[src/rtl/bootcode_postcode_capture_pkg.sv]
// +----------------------------------------------------------------------------+
// | bootcode_capture_pkg                                                       |
// | Shared types and constants for the bootcode postcode capture block.        |
// | Revision: 1.0                                                              |
// +----------------------------------------------------------------------------+
`default_nettype none

package bootcode_capture_pkg;

  typedef enum logic [1:0] {
    IDLE = 2'd0,
    HOLD = 2'd1,
    HALT = 2'd2
  } state_e;

  // Codes whose top byte is at or above this value are treated as fatal errors.
  localparam logic [7:0] POST_ERR_THRESH = 8'hF0;

  localparam int STAT_OVF_LSB   = 24;
  localparam int STAT_DUP_LSB   = 16;
  localparam int STAT_LVL_LSB   = 8;
  localparam int STAT_FULL_BIT  = 2;
  localparam int STAT_EMPTY_BIT = 1;
  localparam int STAT_ERR_BIT   = 0;

endpackage

`default_nettype wire

[src/rtl/bootcode_postcode_capture_if.sv]
// +----------------------------------------------------------------------------+
// | bootcode_postcode_capture_if                                               |
// | Register bus and postcode output bundle for the capture block.             |
// | Revision: 1.0                                                              |
// +----------------------------------------------------------------------------+
`default_nettype none

interface bootcode_postcode_capture_if #(
  parameter int AW = 16
);
  logic          BusWrEn;
  logic [AW-1:0] BusAddr;
  logic [31:0]   BusWrData;
  logic          BusRdEn;
  logic [31:0]   BusRdData;
  logic [31:0]   PostCode;
  logic          PostCodeStrobe;
  logic          PostErr;
  logic          Halt;

  modport master (
    output BusWrEn, BusAddr, BusWrData, BusRdEn,
    input  BusRdData, PostCode, PostCodeStrobe, PostErr, Halt
  );

  modport slave (
    input  BusWrEn, BusAddr, BusWrData, BusRdEn,
    output BusRdData, PostCode, PostCodeStrobe, PostErr, Halt
  );
endinterface

`default_nettype wire

[src/rtl/bootcode_postcode_capture_fifo.sv]
// +----------------------------------------------------------------------------+
// | bootcode_sync_fifo                                                         |
// | Single-clock FIFO with a combinational head and an occupancy count.        |
// | Revision: 1.0                                                              |
// +----------------------------------------------------------------------------+
`default_nettype none

module bootcode_sync_fifo #(
  parameter int DEPTH = 16,
  parameter int WIDTH = 32
) (
  input  wire logic                     clk,
  input  wire logic                     rst,
  input  wire logic                     i_push,
  input  wire logic [WIDTH-1:0]         i_wdata,
  input  wire logic                     i_pop,
  output logic      [WIDTH-1:0]         o_head,
  output logic      [$clog2(DEPTH):0]   o_level,
  output logic                          o_full,
  output logic                          o_empty
);
  localparam int PW = $clog2(DEPTH);

  logic [WIDTH-1:0] mem_q [DEPTH];
  logic [PW:0]      wr_ptr_q, wr_ptr_d;
  logic [PW:0]      rd_ptr_q, rd_ptr_d;

  always_comb begin
    wr_ptr_d = wr_ptr_q;
    rd_ptr_d = rd_ptr_q;
    if (i_push) wr_ptr_d = wr_ptr_q + (PW+1)'(1);
    if (i_pop)  rd_ptr_d = rd_ptr_q + (PW+1)'(1);
  end

  always_ff @(posedge clk) begin
    if (rst) begin
      wr_ptr_q <= '0;
      rd_ptr_q <= '0;
    end else begin
      wr_ptr_q <= wr_ptr_d;
      rd_ptr_q <= rd_ptr_d;
    end
  end

  // A push into a full FIFO is only issued alongside a pop, so it reuses the slot being read.
  always_ff @(posedge clk) begin
    if (i_push) mem_q[wr_ptr_q[PW-1:0]] <= i_wdata;
  end

  assign o_head  = mem_q[rd_ptr_q[PW-1:0]];
  assign o_level = wr_ptr_q - rd_ptr_q;
  assign o_empty = (wr_ptr_q == rd_ptr_q);
  assign o_full  = (wr_ptr_q[PW] != rd_ptr_q[PW]) && (wr_ptr_q[PW-1:0] == rd_ptr_q[PW-1:0]);

endmodule

`default_nettype wire

[src/rtl/bootcode_postcode_capture.sv]
// +----------------------------------------------------------------------------+
// | bootcode_postcode_capture                                                  |
// | Buffers POST writes and replays them with a minimum hold, halting on error.|
// | Revision: 1.0                                                              |
// +----------------------------------------------------------------------------+
`default_nettype none

module bootcode_postcode_capture
  import bootcode_capture_pkg::*;
#(
  parameter int            DEPTH       = 16,
  parameter int            HOLD_CYCLES = 8,
  parameter int            AW          = 16,
  parameter logic [AW-1:0] POST_ADDR   = 16'h0080,
  parameter logic [AW-1:0] CTRL_ADDR   = 16'h0084,
  parameter logic [AW-1:0] STAT_ADDR   = 16'h0088
) (
  input wire logic                  Clk,
  input wire logic                  Reset,
  bootcode_postcode_capture_if.slave bus
);
  localparam int             LW        = $clog2(DEPTH) + 1;
  localparam int             HCW       = (HOLD_CYCLES > 1) ? $clog2(HOLD_CYCLES) : 1;
  localparam logic [HCW-1:0] HOLD_INIT = HCW'(HOLD_CYCLES - 1);

  state_e           state_q, state_d;
  logic [HCW-1:0]   hold_cnt_q, hold_cnt_d;
  logic [31:0]      post_code_q, post_code_d;
  logic             strobe_q, strobe_d;
  logic             post_err_q, post_err_d;
  logic [31:0]      last_push_q, last_push_d;
  logic [7:0]       ovf_cnt_q, ovf_cnt_d;
  logic [7:0]       dup_cnt_q, dup_cnt_d;
  logic [31:0]      rd_data_q, rd_data_d;

  logic [31:0]      fifo_head;
  logic [LW-1:0]    fifo_level;
  logic             fifo_full, fifo_empty, fifo_push, fifo_pop;
  logic             wr_post, wr_ctrl, is_dup, is_ovf, clr_err, clr_cnt;
  logic [31:0]      stat_word;

  bootcode_sync_fifo #(
    .DEPTH (DEPTH),
    .WIDTH (32)
  ) u_fifo (
    .clk     (Clk),
    .rst     (Reset),
    .i_push  (fifo_push),
    .i_wdata (bus.BusWrData),
    .i_pop   (fifo_pop),
    .o_head  (fifo_head),
    .o_level (fifo_level),
    .o_full  (fifo_full),
    .o_empty (fifo_empty)
  );

  // Duplicate check takes priority; a full FIFO only drops when nothing leaves this cycle.
  always_comb begin
    wr_post   = bus.BusWrEn && (bus.BusAddr == POST_ADDR);
    wr_ctrl   = bus.BusWrEn && (bus.BusAddr == CTRL_ADDR);
    clr_err   = wr_ctrl && bus.BusWrData[0];
    clr_cnt   = wr_ctrl && bus.BusWrData[1];
    fifo_pop  = (state_q == IDLE) && !fifo_empty;
    is_dup    = wr_post && (bus.BusWrData == last_push_q);
    is_ovf    = wr_post && !is_dup && fifo_full && !fifo_pop;
    fifo_push = wr_post && !is_dup && !is_ovf;
  end

  always_comb begin
    state_d     = state_q;
    hold_cnt_d  = hold_cnt_q;
    post_code_d = post_code_q;
    strobe_d    = 1'b0;
    post_err_d  = post_err_q;
    case (state_q)
      IDLE: begin
        if (!fifo_empty) begin
          post_code_d = fifo_head;
          strobe_d    = 1'b1;
          hold_cnt_d  = HOLD_INIT;
          state_d     = (fifo_head[31:24] >= POST_ERR_THRESH) ? HALT : HOLD;
        end
      end
      HOLD: begin
        if (hold_cnt_q == '0) state_d = IDLE;
        else                  hold_cnt_d = hold_cnt_q - HCW'(1);
      end
      HALT: begin
        post_err_d = 1'b1;
        if (clr_err) begin
          post_err_d = 1'b0;
          state_d    = IDLE;
        end
      end
      default: state_d = IDLE;
    endcase
  end

  always_comb begin
    last_push_d = fifo_push ? bus.BusWrData : last_push_q;
    ovf_cnt_d   = ovf_cnt_q;
    dup_cnt_d   = dup_cnt_q;
    if (is_ovf && (ovf_cnt_q != 8'hFF)) ovf_cnt_d = ovf_cnt_q + 8'd1;
    if (is_dup && (dup_cnt_q != 8'hFF)) dup_cnt_d = dup_cnt_q + 8'd1;
    if (clr_cnt) begin
      ovf_cnt_d = '0;
      dup_cnt_d = '0;
    end

    stat_word                              = '0;
    stat_word[STAT_OVF_LSB +: 8]           = ovf_cnt_q;
    stat_word[STAT_DUP_LSB +: 8]           = dup_cnt_q;
    stat_word[STAT_LVL_LSB +: 8]           = 8'(fifo_level);
    stat_word[STAT_FULL_BIT]               = fifo_full;
    stat_word[STAT_EMPTY_BIT]              = fifo_empty;
    stat_word[STAT_ERR_BIT]                = post_err_q;

    rd_data_d = rd_data_q;
    if (bus.BusRdEn) rd_data_d = (bus.BusAddr == STAT_ADDR) ? stat_word : '0;
  end

  always_ff @(posedge Clk) begin
    if (Reset) begin
      state_q     <= IDLE;
      hold_cnt_q  <= '0;
      post_code_q <= '0;
      strobe_q    <= 1'b0;
      post_err_q  <= 1'b0;
      last_push_q <= '0;
      ovf_cnt_q   <= '0;
      dup_cnt_q   <= '0;
      rd_data_q   <= '0;
    end else begin
      state_q     <= state_d;
      hold_cnt_q  <= hold_cnt_d;
      post_code_q <= post_code_d;
      strobe_q    <= strobe_d;
      post_err_q  <= post_err_d;
      last_push_q <= last_push_d;
      ovf_cnt_q   <= ovf_cnt_d;
      dup_cnt_q   <= dup_cnt_d;
      rd_data_q   <= rd_data_d;
    end
  end

  assign bus.PostCode       = post_code_q;
  assign bus.PostCodeStrobe = strobe_q;
  assign bus.PostErr        = post_err_q;
  assign bus.Halt           = post_err_q;
  assign bus.BusRdData      = rd_data_q;

endmodule

`default_nettype wire

[src/flat_wrapper.sv]
// flat-port wrapper written by rule: the top's interface ports become plain ports
module bootcode_postcode_capture_flat import bootcode_capture_pkg::*;
#(
  parameter int            DEPTH       = 16,
  parameter int            HOLD_CYCLES = 8,
  parameter int            AW          = 16,
  parameter logic [AW-1:0] POST_ADDR   = 16'h0080,
  parameter logic [AW-1:0] CTRL_ADDR   = 16'h0084,
  parameter logic [AW-1:0] STAT_ADDR   = 16'h0088
)
  (Clk, Reset, bus_BusWrEn, bus_BusAddr, bus_BusWrData, bus_BusRdEn, bus_BusRdData, bus_PostCode, bus_PostCodeStrobe, bus_PostErr, bus_Halt);
  bootcode_postcode_capture_if #(.AW(AW)) bus_i ();
  input wire logic Clk;
  input wire logic Reset;
  input wire logic [$bits(bus_i.BusWrEn)-1:0] bus_BusWrEn;
  input wire logic [$bits(bus_i.BusAddr)-1:0] bus_BusAddr;
  input wire logic [$bits(bus_i.BusWrData)-1:0] bus_BusWrData;
  input wire logic [$bits(bus_i.BusRdEn)-1:0] bus_BusRdEn;
  output wire logic [$bits(bus_i.BusRdData)-1:0] bus_BusRdData;
  output wire logic [$bits(bus_i.PostCode)-1:0] bus_PostCode;
  output wire logic [$bits(bus_i.PostCodeStrobe)-1:0] bus_PostCodeStrobe;
  output wire logic [$bits(bus_i.PostErr)-1:0] bus_PostErr;
  output wire logic [$bits(bus_i.Halt)-1:0] bus_Halt;
  assign bus_i.BusWrEn = bus_BusWrEn;
  assign bus_i.BusAddr = bus_BusAddr;
  assign bus_i.BusWrData = bus_BusWrData;
  assign bus_i.BusRdEn = bus_BusRdEn;
  assign bus_BusRdData = bus_i.BusRdData;
  assign bus_PostCode = bus_i.PostCode;
  assign bus_PostCodeStrobe = bus_i.PostCodeStrobe;
  assign bus_PostErr = bus_i.PostErr;
  assign bus_Halt = bus_i.Halt;
  bootcode_postcode_capture #(.DEPTH(DEPTH), .HOLD_CYCLES(HOLD_CYCLES), .AW(AW), .POST_ADDR(POST_ADDR), .CTRL_ADDR(CTRL_ADDR), .STAT_ADDR(STAT_ADDR)) u_core (.Clk(Clk), .Reset(Reset), .bus(bus_i));
endmodule
[config.mk]
export PLATFORM = sky130hd
export DESIGN_NAME = bootcode_postcode_capture_flat
export DESIGN_NICKNAME = d
export VERILOG_FILES = /design/src/rtl/bootcode_postcode_capture_pkg.sv /design/src/rtl/bootcode_postcode_capture_if.sv /design/src/rtl/bootcode_postcode_capture_fifo.sv /design/src/rtl/bootcode_postcode_capture.sv /design/src/flat_wrapper.sv
export SDC_FILE = /design/constraint.sdc
export NUM_CORES = 1
export LEC_CHECK = 0
export ABC_CLOCK_PERIOD_IN_PS = 14900
export CORE_MARGIN = 8
export CORE_UTILIZATION = 45
export DETAILED_ROUTE_END_ITERATION = 8
export GPL_TIMING_DRIVEN = 0
export SKIP_LAST_GASP = 1
export SYNTH_ARGS = -nofsm -noshare
export SYNTH_HDL_FRONTEND = slang
export SYNTH_SLANG_ARGS = --single-unit
[constraint.sdc]
create_clock -name Clk -period 14.9 [get_ports Clk]
set_input_delay 4.47 -clock Clk [delete_from_list [all_inputs] [get_ports Clk]]
set_output_delay 4.47 -clock Clk [all_outputs]
set_load 0.03 [all_outputs]
# ---- After elaboration in Yosys (flattened, before gate mapping)
# Memory sizes are Yosys's and may differ from the RTL's. A register that Yosys moved wholly into a read port is not among the register bits.
# Cells that the tools add are included.
# W data, S select, Z words.
dict set report word_totals {
  mem_bits_rw 512
  output_inout_bits 67
  regBits 129
  mem_bits_ro 0
  inputBits 52
  elab_cells 76
  n_memories 1
  latch_bits 0
}
dict set report classes {
  n_eq_ne 15
  n_addsub 6
  n_lt_le_gt_ge 1
  bitwise_logic 2
  mux 15
  reduce_logical 25
  shifts 0
  div_mod_pow 0
  n_mul 0
}
# memory words word_bits rd rd_clocked_by_memory_dff write_ports line_no
set memory_table {}
lappend memory_table {u_core.u_fifo.mem_q 16 32 1 1 1 bootcode_postcode_capture_fifo.sv:24} ;# logic [WIDTH-1:0] mem_q [DEPTH];
# cell count
set op_table {}
lappend op_table {{$eq A16 B8 Y1 const B} 3}
lappend op_table {{$eq A32 B32 Y1} 1}
lappend op_table {{$mux W32} 1}
lappend op_table {{$add A8 B1 Y8 const B} 2}
lappend op_table {{$ne A8 B8 Y1 const B} 2}
lappend op_table {{$logic_and A1 B1 Y1} 13}
lappend op_table {{$add A5 B1 Y5 const B} 2}
lappend op_table {{$ge A8 B8 Y1 const B} 1}
lappend op_table {{$mux W2} 4}
lappend op_table {{$mux W4} 2}
lappend op_table {{$mux W3} 2}
lappend op_table {{$pmux W2 S3} 1}
lappend op_table {{$pmux W3 S2} 1}
lappend op_table {{$reduce_and A3 Y1} 2}
lappend op_table {{$eq A5 B5 Y1} 1}
lappend op_table {{$sub A5 B5 Y5} 1}
lappend op_table {{$eq A4 B4 Y1} 1}
lappend op_table {{$logic_not A1 Y1} 4}
lappend op_table {{$mux W1} 4}
lappend op_table {{$ne A2 B1 Y1 const B} 2}
lappend op_table {{$ne A2 B2 Y1 const B} 2}
lappend op_table {{$reduce_or A2 Y1} 2}
lappend op_table {{$logic_not A3 Y1} 1}
lappend op_table {{$sub A3 B1 Y3 const B} 1}
lappend op_table {{7 further kinds} 8}

# ---- Logic depth before layout (Yosys ltp)
# Gate-level depths: netlist (run 1).
dict set report depth {
  word_depth 11
  depth_mapped 9
  mapped_depth_nobuf 9
}

# ---- Modules after synthesis
# Synthesis (run 1) repeated with hierarchy kept, for this count alone.
dict set report hier_totals {
  hier_cells 1429
  hier_area_um2 24692.4
}
# mod area_each_um2 seq_area_each_um2 cells_per_inst n_inst
set modules_own_cells {}
lappend modules_own_cells {bootcode_sync_fifo 19897.8 15655.0 875 1}
lappend modules_own_cells {bootcode_postcode_capture 4794.6 2222.1 554 1}

# ---- Worst setup path before layout (run 1)
# No wires, ideal clock.
dict set report synth_timing {
  kind {input port to flip-flop}
  start {input bus_BusAddr[1]}
  end {memory u_core.u_fifo.mem_q[3][0] (enable)}
  path_slack_ns 6.381
  path_buffers 1
  t_required_ns 14.439
  cell_stages 7
  arrival_time_ns 8.058
  setup_ns 0.461
  path_cell_list {nor4_1 -> nand4_1 -> or3_1 -> a211oi_2 -> buf_2 -> nand2_1 -> nor3_1}
}
dict set report synth_via {
  elab_chain_len 11
}
# item line_no
set synth_rtl {}
lappend synth_rtl {{start, declared} flat_wrapper.sv:16} ;# input wire logic [$bits(bus_i.BusAddr)-1:0] bus_BusAddr;
lappend synth_rtl {{$eq A16 B8 Y1 *} bootcode_postcode_capture.sv:59} ;# wr_post = bus.BusWrEn && (bus.BusAddr == POST_ADDR);
lappend synth_rtl {{$logic_and A1 B1 Y1 *} bootcode_postcode_capture.sv:59}
lappend synth_rtl {{$logic_and A1 B1 Y1} bootcode_postcode_capture.sv:64} ;# is_dup = wr_post && (bus.BusWrData == last_push_q);
lappend synth_rtl {{$logic_not A1 Y1} {bootcode_postcode_capture.sv:65, bootcode_postcode_capture.sv:66}}
lappend synth_rtl {{$logic_and A1 B1 Y1 *} {bootcode_postcode_capture.sv:65, bootcode_postcode_capture.sv:66}}
lappend synth_rtl {{$logic_and A1 B1 Y1 (2 in a row)} bootcode_postcode_capture.sv:65} ;# is_ovf = wr_post && !is_dup && fifo_full && !fifo_pop;
lappend synth_rtl {{$logic_not A1 Y1} bootcode_postcode_capture.sv:66} ;# fifo_push = wr_post && !is_dup && !is_ovf;
lappend synth_rtl {{$logic_and A1 B1 Y1 *} bootcode_postcode_capture.sv:66}
lappend synth_rtl {{$mux W1 *} bootcode_postcode_capture_fifo.sv:47} ;# if (i_push) mem_q[wr_ptr_q[PW-1:0]] <= i_wdata;
lappend synth_rtl {{$mux W1 (not written as such) *} bootcode_postcode_capture_fifo.sv:47}
lappend synth_rtl {{end, declared} bootcode_postcode_capture_fifo.sv:24}
# Mark *: on every way between the ends. The rest lies on a longest branch, timed or not.

# ---- Final worst setup path (run 1)
dict set report layout_timing {
  start {input bus_BusWrData[10]}
  end {memory u_core.u_fifo.mem_q[14][11] (enable)}
}
dict set report layout_via {
  elab_chain_len 10
}
# item line_no
set layout_rtl {}
lappend layout_rtl {{start, declared} flat_wrapper.sv:17} ;# input wire logic [$bits(bus_i.BusWrData)-1:0] bus_BusWrData;
lappend layout_rtl {{$eq A32 B32 Y1 *} bootcode_postcode_capture.sv:64}
lappend layout_rtl {{$logic_and A1 B1 Y1 *} bootcode_postcode_capture.sv:64}
lappend layout_rtl {{$logic_not A1 Y1 *} {bootcode_postcode_capture.sv:65, bootcode_postcode_capture.sv:66}}
lappend layout_rtl {{$logic_and A1 B1 Y1 *} {bootcode_postcode_capture.sv:65, bootcode_postcode_capture.sv:66}}
lappend layout_rtl {{$logic_and A1 B1 Y1 (2 in a row)} bootcode_postcode_capture.sv:65}
lappend layout_rtl {{$logic_not A1 Y1} bootcode_postcode_capture.sv:66}
lappend layout_rtl {{$logic_and A1 B1 Y1 *} bootcode_postcode_capture.sv:66}
lappend layout_rtl {{$mux W1 *} bootcode_postcode_capture_fifo.sv:47}
lappend layout_rtl {{$mux W1 (not written as such) *} bootcode_postcode_capture_fifo.sv:47}
# Marked as above.

==> metrics.csv, run 1 <==
metric;value;unit
status;completed;
synthesized area;24850;µm²
routed vias;13110;
RSZ-0062 raised after global routing;false;
clk_skew;0.02858;ns
CTS buffer count;67;
register area;17880;µm²
Root Driver;clkbuf_16;
most common cell in the netlist;edfxtp_1;
maximum clock path buffer count;3;
met1 Track Usage GR;26.54;%
Crit Path Category;input port to flop;
Initial DRC Count;1101;
First-pass DRT Iterations;7;
CTS resizes;0;
Worst Tran Pin Value;1.274;ns
maximum VDD drop;0.08027;mV
syn avg cell area;18.12;µm²
Worst setup EP type;flop;
clock slew at the register clock pins of the worst setup and hold paths;0.06;ns
worst-path fanout max;18;
CP Launch Type;input port;
final setup TNS;0;ns
sequential share of the synthesized area;71.93;%
Post-Syn Instances;1372;
area delta synth->final;18.58;%
Initial Util;45.29;%
Core ar.;54880;µm²
multi-input gate area in the final layout;6625;µm²
DP HPWL;40750;µm
IO Pins;119;
gp weighted congestion;0.7908;
area share of the largest cell type after synthesis;61.86;%
Residual DRC;0;
FP Rows;86;
Setup Fix Bufs, Post-CTS;0;
final wirelength;61070;µm
global routing usage on met3;3.367;%
GRT overflow;0;
Yosys cell types;55;
ys async rst share;0;%
# diodes;0;
Synth top cells by count;512 x edfxtp_1, 152 x mux4_2, 125 x dfxtp_1;
HP Class;flop to flop;
port bufs;110;
M2 GR Usage;31.45;%
crit-path cells;clkdlybuf4s50_1 -> xnor2_1 -> nand4_1 -> nor4_4 -> a211oi_2 -> buf_2 -> nand2_1 -> nor2_4 -> buf_12;
yosys warns;0;
period utilization;51.25;%
Hold Violations, Final;0;
DR vias/cell;5.603;
Worst path max stage delay;0.89;ns
clock net sink count;637;
prevailing post-synth register cell;edfxtp_1;
Lkg Pwr;9.163;nW
nets;1652;
Fin Hold WS;0.4542;ns
first-pass GRT wire length;89840;µm
final total power;0.003805;W
Final Max Slew Viols;0;
top cell type by total area after synthesis;edfxtp_1;
Pwr Density;129.1;nW/µm²
EDFF count, synth;512;
Die ar.;63010;µm²
DR WL/cell;26.10;µm
Die H;251.0;µm
CTS tree;built;
Worst-Skew Late Latency;0.59;ns
min Tclk post-route;7.636;ns
initial antenna violation count;0;
total track usage;19.41;%
CP required;15.17;ns
H-tree depth;3;
Die Width;251.0;µm
FILL cells;4407;
Worst slew margin;15.06;%
Worst path slowest cell;clkdlybuf4s50_1;
Synth area leaders;edfxtp_1 62%, mux4_2 14%, dfxtp_1 10%;
gr busiest metal;met2;
number of global-route vias before repair;13583;
Antenna Nets Post-Route;0;
Max Cap Viol;0;
hold_buf cts;0;
Seq cells post-synth;637;
largest net degree at the start of global routing;22;
Fmax achieved;131.0;MHz
# setup viols final;0;
Arrival @ worst endpoint;7.91;ns
layout cells sized above 1;20.54;%
==> registers in the layout (all words and copies together) (netlist names), named ones only <==
register and cells:
u_core.bus.PostCodeStrobe 1, u_core.bus.Halt 1, u_core.bus.PostCode 32, u_core.ovf_cnt_q 8
u_core.dup_cnt_q 8, u_core.hold_cnt_q 3, u_core.u_fifo.mem_q 512, u_core.last_push_q 32
u_core.state_q 2, u_core.u_fifo.wr_ptr_q 5, u_core.u_fifo.rd_ptr_q 5, u_core.bus.BusRdData 24
==> worst max-delay path, delay by kind of cell <==
family / cells / cell delay (ns)
buffers and inverters: 3 / 1.44
AND/OR/NAND/NOR: 4 / 1.30
AO/OA/AOI/OAI: 1 / 0.49
XOR/XNOR: 1 / 0.18
==> layout make-up <==
class	instances	share of cell area, %
Inverter	12	0.1528
Timing Repair Buffer	138	5.214
Sequential cell	637	60.66
Clock inverter	29	0.9977
Buffer	79	1.350
Multi-Input combinational cell	651	22.48
Clock buffer	90	6.156
Tap cell	704	2.989
==> final timing paths <==
| path | endpoint | start | depth (start not counted) | slack (ns) |
|---|---|---|---|---|
| worst min register to register | u_core.bus.PostCode[9] | u_core.bus.PostCode[9] | 2 | 0.45 |
| worst max register to register | u_core.u_fifo.mem_q[14][11] | u_core.u_fifo.wr_ptr_q[0] | 9 | 11.53 |
| worst min-delay path | u_core.bus.PostCode[9] | u_core.bus.PostCode[9] | 2 | 0.45 |
| worst max-delay path | u_core.u_fifo.mem_q[14][11] | bus_BusWrData[10] | 9 | 7.26 |
==> kinds of logic after synthesis <==
group,count (synthesis),synth area share (%)
flops,637,71.93
simple gates,278,5.618
mux,199,15.68
compound gates,105,2.588
buf+inv,91,1.782
xor+xnor,47,1.656
fa+ha+maj,14,0.7350
other cells,1,0.01509
==> layout by cell type, fill, tap and decap left out, types with 12 or more instances in the layout <==
master	synthesis	routed
mux2i_1	45	45
clkinv_1	0	12
edfxtp_1	512	512
inv_1	12	12
a21oi_1	71	71
nor2b_1	32	32
clkbuf_1	45	64
buf_2	15	15
clkdlybuf4s50_1	0	110
ha_1	13	13
dfxtp_1	125	125
mux4_2	152	152
nand2_1	77	77
nor2_1	85	81
clkbuf_16	0	68
buf_4	12	12
buf_6	5	21
nand4_1	18	18
xnor2_1	43	43
==> power by group <==
| part | internal (W) | switching, W |
|---|---|---|
| registers | 0.00193 | 0.00000617 |
| clock network | 0.000958 | 0.000659 |
| logic | 0.000109 | 0.000145 |
==> metal layers <==
metal	vias to the layer above	routed length [µm]	share of wire, %
li1	5820	-	-
met1	6833	26520	43
met2	364	29530	48
met3	93	3465	5.7
met4	0	1551	2.5
met5	-	0	0
==> through the flow <==
stage          util [%]  std cells  area (µm²)  setup slack (ns)
6_report          53.70       2340       29470             7.264
5_1_grt           53.70       2340       29470             7.108
4_1_cts           53.69       2340       29470             7.319
3_5_place_dp      49.85       2221       27360             6.707
3_3_place_gp      48.95       2193       26860             2.537
2_1_floorplan         -       1379       24880             6.381
Power figures use the tool's default switching activity.
==> inputs of run 2 (changes only) <==
--- a/config.mk
+++ b/config.mk
@@ -5,7 +5,7 @@
 export SDC_FILE = /design/constraint.sdc
 export NUM_CORES = 1
 export LEC_CHECK = 0
-export ABC_CLOCK_PERIOD_IN_PS = 14900
+export ABC_CLOCK_PERIOD_IN_PS = 7400
 export CORE_MARGIN = 8
 export CORE_UTILIZATION = 45
 export DETAILED_ROUTE_END_ITERATION = 8
==> constraint.sdc (replaced) <==
create_clock -name Clk -period 7.4 [get_ports Clk]
set_input_delay 2.22 -clock Clk [delete_from_list [all_inputs] [get_ports Clk]]
set_output_delay 2.22 -clock Clk [all_outputs]
set_load 0.03 [all_outputs]
==> results of run 2 <==
The final DEF is identical to that of run 1. Status: completed.
Main changes from that run: setup slack after placement 6.707 ns -> 1.457 ns; setup slack after layout 7.264 ns -> 2.014 ns; register-to-register setup slack 11.53 ns -> 4.03 ns; total power 0.003805 W -> 0.007662 W; worst IR drop on VDD 0.08027 mV -> 0.1616 mV
==> inputs of run 3 (changes only) <==
--- a/config.mk
+++ b/config.mk
@@ -5,7 +5,7 @@
 export SDC_FILE = /design/constraint.sdc
 export NUM_CORES = 1
 export LEC_CHECK = 0
-export ABC_CLOCK_PERIOD_IN_PS = 7400
+export ABC_CLOCK_PERIOD_IN_PS = 5200
 export CORE_MARGIN = 8
 export CORE_UTILIZATION = 45
 export DETAILED_ROUTE_END_ITERATION = 8
==> constraint.sdc (replaced) <==
create_clock -name Clk -period 5.2 [get_ports Clk]
set_input_delay 1.56 -clock Clk [delete_from_list [all_inputs] [get_ports Clk]]
set_output_delay 1.56 -clock Clk [all_outputs]
set_load 0.03 [all_outputs]
==> run 3 against run 2 <==
Against the previous run:
- first-iteration DRC count increased by 3.9%
- critical path type unchanged
- via count up 0.82%
- die area unchanged
- critical path depth up 1
- cell count shrank 0.26%
- core utilization is 0.091 points lower
- wire length is 0.96% higher
- global-route usage rose by 0.18 points
- clock power rose by 38%
- sequential power is 42% higher
- flip-flop and latch count stayed put
- largest cell class unchanged
==> metrics.csv, run 3 (synthesized netlist as in run 1, its figures left out) <==
metric;value;unit;change
Post-DP Area;27390;µm²;+0.10%
RR Endpoint;u_core.u_fifo.mem_q[1][14];;
period utilization;95.53;%;
Worst setup EP type;flop;;
routed vias;13217;;+0.82%
HP Class;flop to flop;;
Final Max Slew Viols;0;;unchanged
clk_skew;0.02308;ns;-0.005498 ns
CP Buf/Inv Count;4;;+1
Worst slew margin;12.78;%;-2.3 points
hold_buf cts;0;;unchanged
M2 GR Usage;31.77;%;+0.31 points
Crit. Startpoint;bus_BusWrData[1];;
Worst path max stage delay;1.04;ns;+0.15 ns
Setup Fix Bufs, Post-CTS;0;;unchanged
status;completed;;
crit path capture;u_core.u_fifo.mem_q[1][14];;
number of global-route vias before repair;13799;;+1.6%
DP HPWL;40370;µm;-0.93%
Layout Utilization;53.61;%;-0.091 points
FILL cells;4396;;-0.25%
Fmax achieved;201.3;MHz;
RSZ-0062 raised after global routing;false;;
Post-Place Worst Slack;-0.3143;ns;
Lkg Pwr;9.092;nW;-0.77%
worst r2r src;u_core.u_fifo.wr_ptr_q[0];;
most common cell after layout, fill and taps aside;edfxtp_1;;
Crit Path Category;input port to flop;;
number of flip-flops in the largest register;512;;unchanged
total track usage;19.59;%;+0.18 points
clock slew at the register clock pins of the worst setup and hold paths;0.06;ns;about the same
# setup viols final;0;;unchanged
layout cells sized above 1;20.18;%;-0.35 points
Levels on crit path;10;;+1
worst-path fanout max;20;;+2
largest net degree at the start of global routing;22;;unchanged
worst reg2reg setup slack;1.65;ns;
gr busiest metal;met2;;
Max Cap Viol;0;;unchanged
top cell family by delay on the critical path;buffers and inverters;;
Pwr Density;366.1;nW/µm²;
Worst-Skew Late Latency;0.59;ns;about the same
Root Driver;clkbuf_16;;
DR WL/cell;26.41;µm;+1.2%
most frequent cells in the layout;512 x edfxtp_1, 152 x mux4_2, 125 x dfxtp_1;;
Initial DRC Count;1144;;+3.9%
CP required;5.48;ns;
Die H;251.0;µm;unchanged
Worst Tran Pin Value;1.298;ns;+0.02416 ns
IO Pins;119;;unchanged
Arrival @ worst endpoint;5.25;ns;
min Tclk post-route;4.968;ns;
gp weighted congestion;0.7981;;+0.92%
Die Width;251.0;µm;unchanged
Hold Violations, Final;0;;unchanged
GRT overflow;0;;unchanged
Fin Hold WS;0.4536;ns;-0.0006680 ns
final wirelength;61650;µm;+0.96%
first-pass GRT wire length;90740;µm;+1.0%
H-tree depth;3;;unchanged
Initial Util;45.29;%;unchanged
CTS resizes;0;;unchanged
initial antenna violation count;0;;unchanged
Residual DRC;0;;unchanged
Die ar.;63010;µm²;unchanged
Worst path slowest cell;clkdlybuf4s50_1;;
Core ar.;54880;µm²;unchanged
reg2reg path depth;10;;+1
First-pass DRT Iterations;5;;-2
maximum clock path buffer count;3;;unchanged
nets;1646;;-0.36%
crit-path cells;clkdlybuf4s50_1 -> xnor2_1 -> nand4_1 -> nor4_4 -> a211oi_2 -> buf_2 -> nand2_1 -> nor3_4 -> buf_16 -> buf_16;;
Antenna Nets Post-Route;0;;unchanged
CP Launch Type;input port;;
# diodes;0;;unchanged
CTS buffer count;68;;+1.5%
FP Rows;86;;unchanged
maximum VDD drop;0.3042;mV;
Final Cell Area;29420;µm²;-0.17%
clock net sink count;637;;unchanged
final setup margin;0.2323;ns;
area delta synth->final;18.37;%;
global routing usage on met3;3.800;%;+0.43 points
CTS tree;built;;
port bufs;110;;unchanged
met1 Track Usage GR;26.57;%;about the same
most used cell, CP;buf_16;;
DR vias/cell;5.663;;+1.1%
-- run 3: where the power goes --
| part | switching, W | internal, W | leakage [nW] |
|---|---|---|---|
| Clock | 0.00190 | 0.00260 | 1.00 |
| Sequential | 0.0000177 | 0.00553 | 5.61 |
| Combinational | 0.000417 | 0.000312 | 2.48 |
-- run 3: cell type report --
cell class                      count  area [µm²]  area share [%]
Buffer                             79       397.9           1.352
Clock buffer                       97        1872           6.362
Clock inverter                     23       163.9          0.5571
Inverter                           12       45.04          0.1531
Multi-Input combinational cell    651        6645           22.59
Sequential cell                   637       17880           60.76
Tap cell                          704       880.8           2.994
Timing Repair Buffer              131        1539           5.231
-- run 3: worst min path at each step --
| stage | to | from | slack, ns | cells past startpoint |
|---|---|---|---|---|
| CTS | u_core.bus.PostCode[10] | u_core.bus.PostCode[10] | 0.46 | 2 |
| floorplan | u_core.hold_cnt_q[0] | u_core.hold_cnt_q[0] | 0.44 | 1 |
| detailed placement | u_core.bus.PostCode[10] | u_core.bus.PostCode[10] | 0.45 | 2 |
| finish | u_core.bus.PostCode[11] | u_core.bus.PostCode[11] | 0.45 | 2 |
| global route | u_core.bus.PostCode[22] | u_core.bus.PostCode[22] | 0.47 | 2 |
| global placement | u_core.bus.PostCode[0] | u_core.bus.PostCode[0] | 0.45 | 2 |
-- run 3: worst reg2reg max path, delay by kind of cell (launching register included) --
family          cells  cell delay [ns]
compound gates      1             0.45
buf+inv             4             0.84
fa+ha+maj           1             0.34
simple gates        4             1.17
flops               1             0.44
-- run 3: stage by stage --
stage / cells / setup TNS [ns] / total power (W)
6_report: 2334 / 0 / 0.01077
5_1_grt: 2334 / 0 / 0.01111
4_1_cts: 2334 / 0 / 0.01088
3_5_place_dp: 2214 / -11.98 / 0.006393
3_3_place_gp: 2193 / -760.20 / 0.006382
2_1_floorplan: 1379 / 0 / 0.006085
-- run 3: routing by layer --
metal / up-vias / part of all wire (%) / wire length (µm)
met4: 0 / 2.5 / 1527
met2: 430 / 49 / 29960
met1: 6903 / 43 / 26280
met3: 80 / 6.3 / 3882
met5: - / 0 / 0
li1: 5804 / - / -
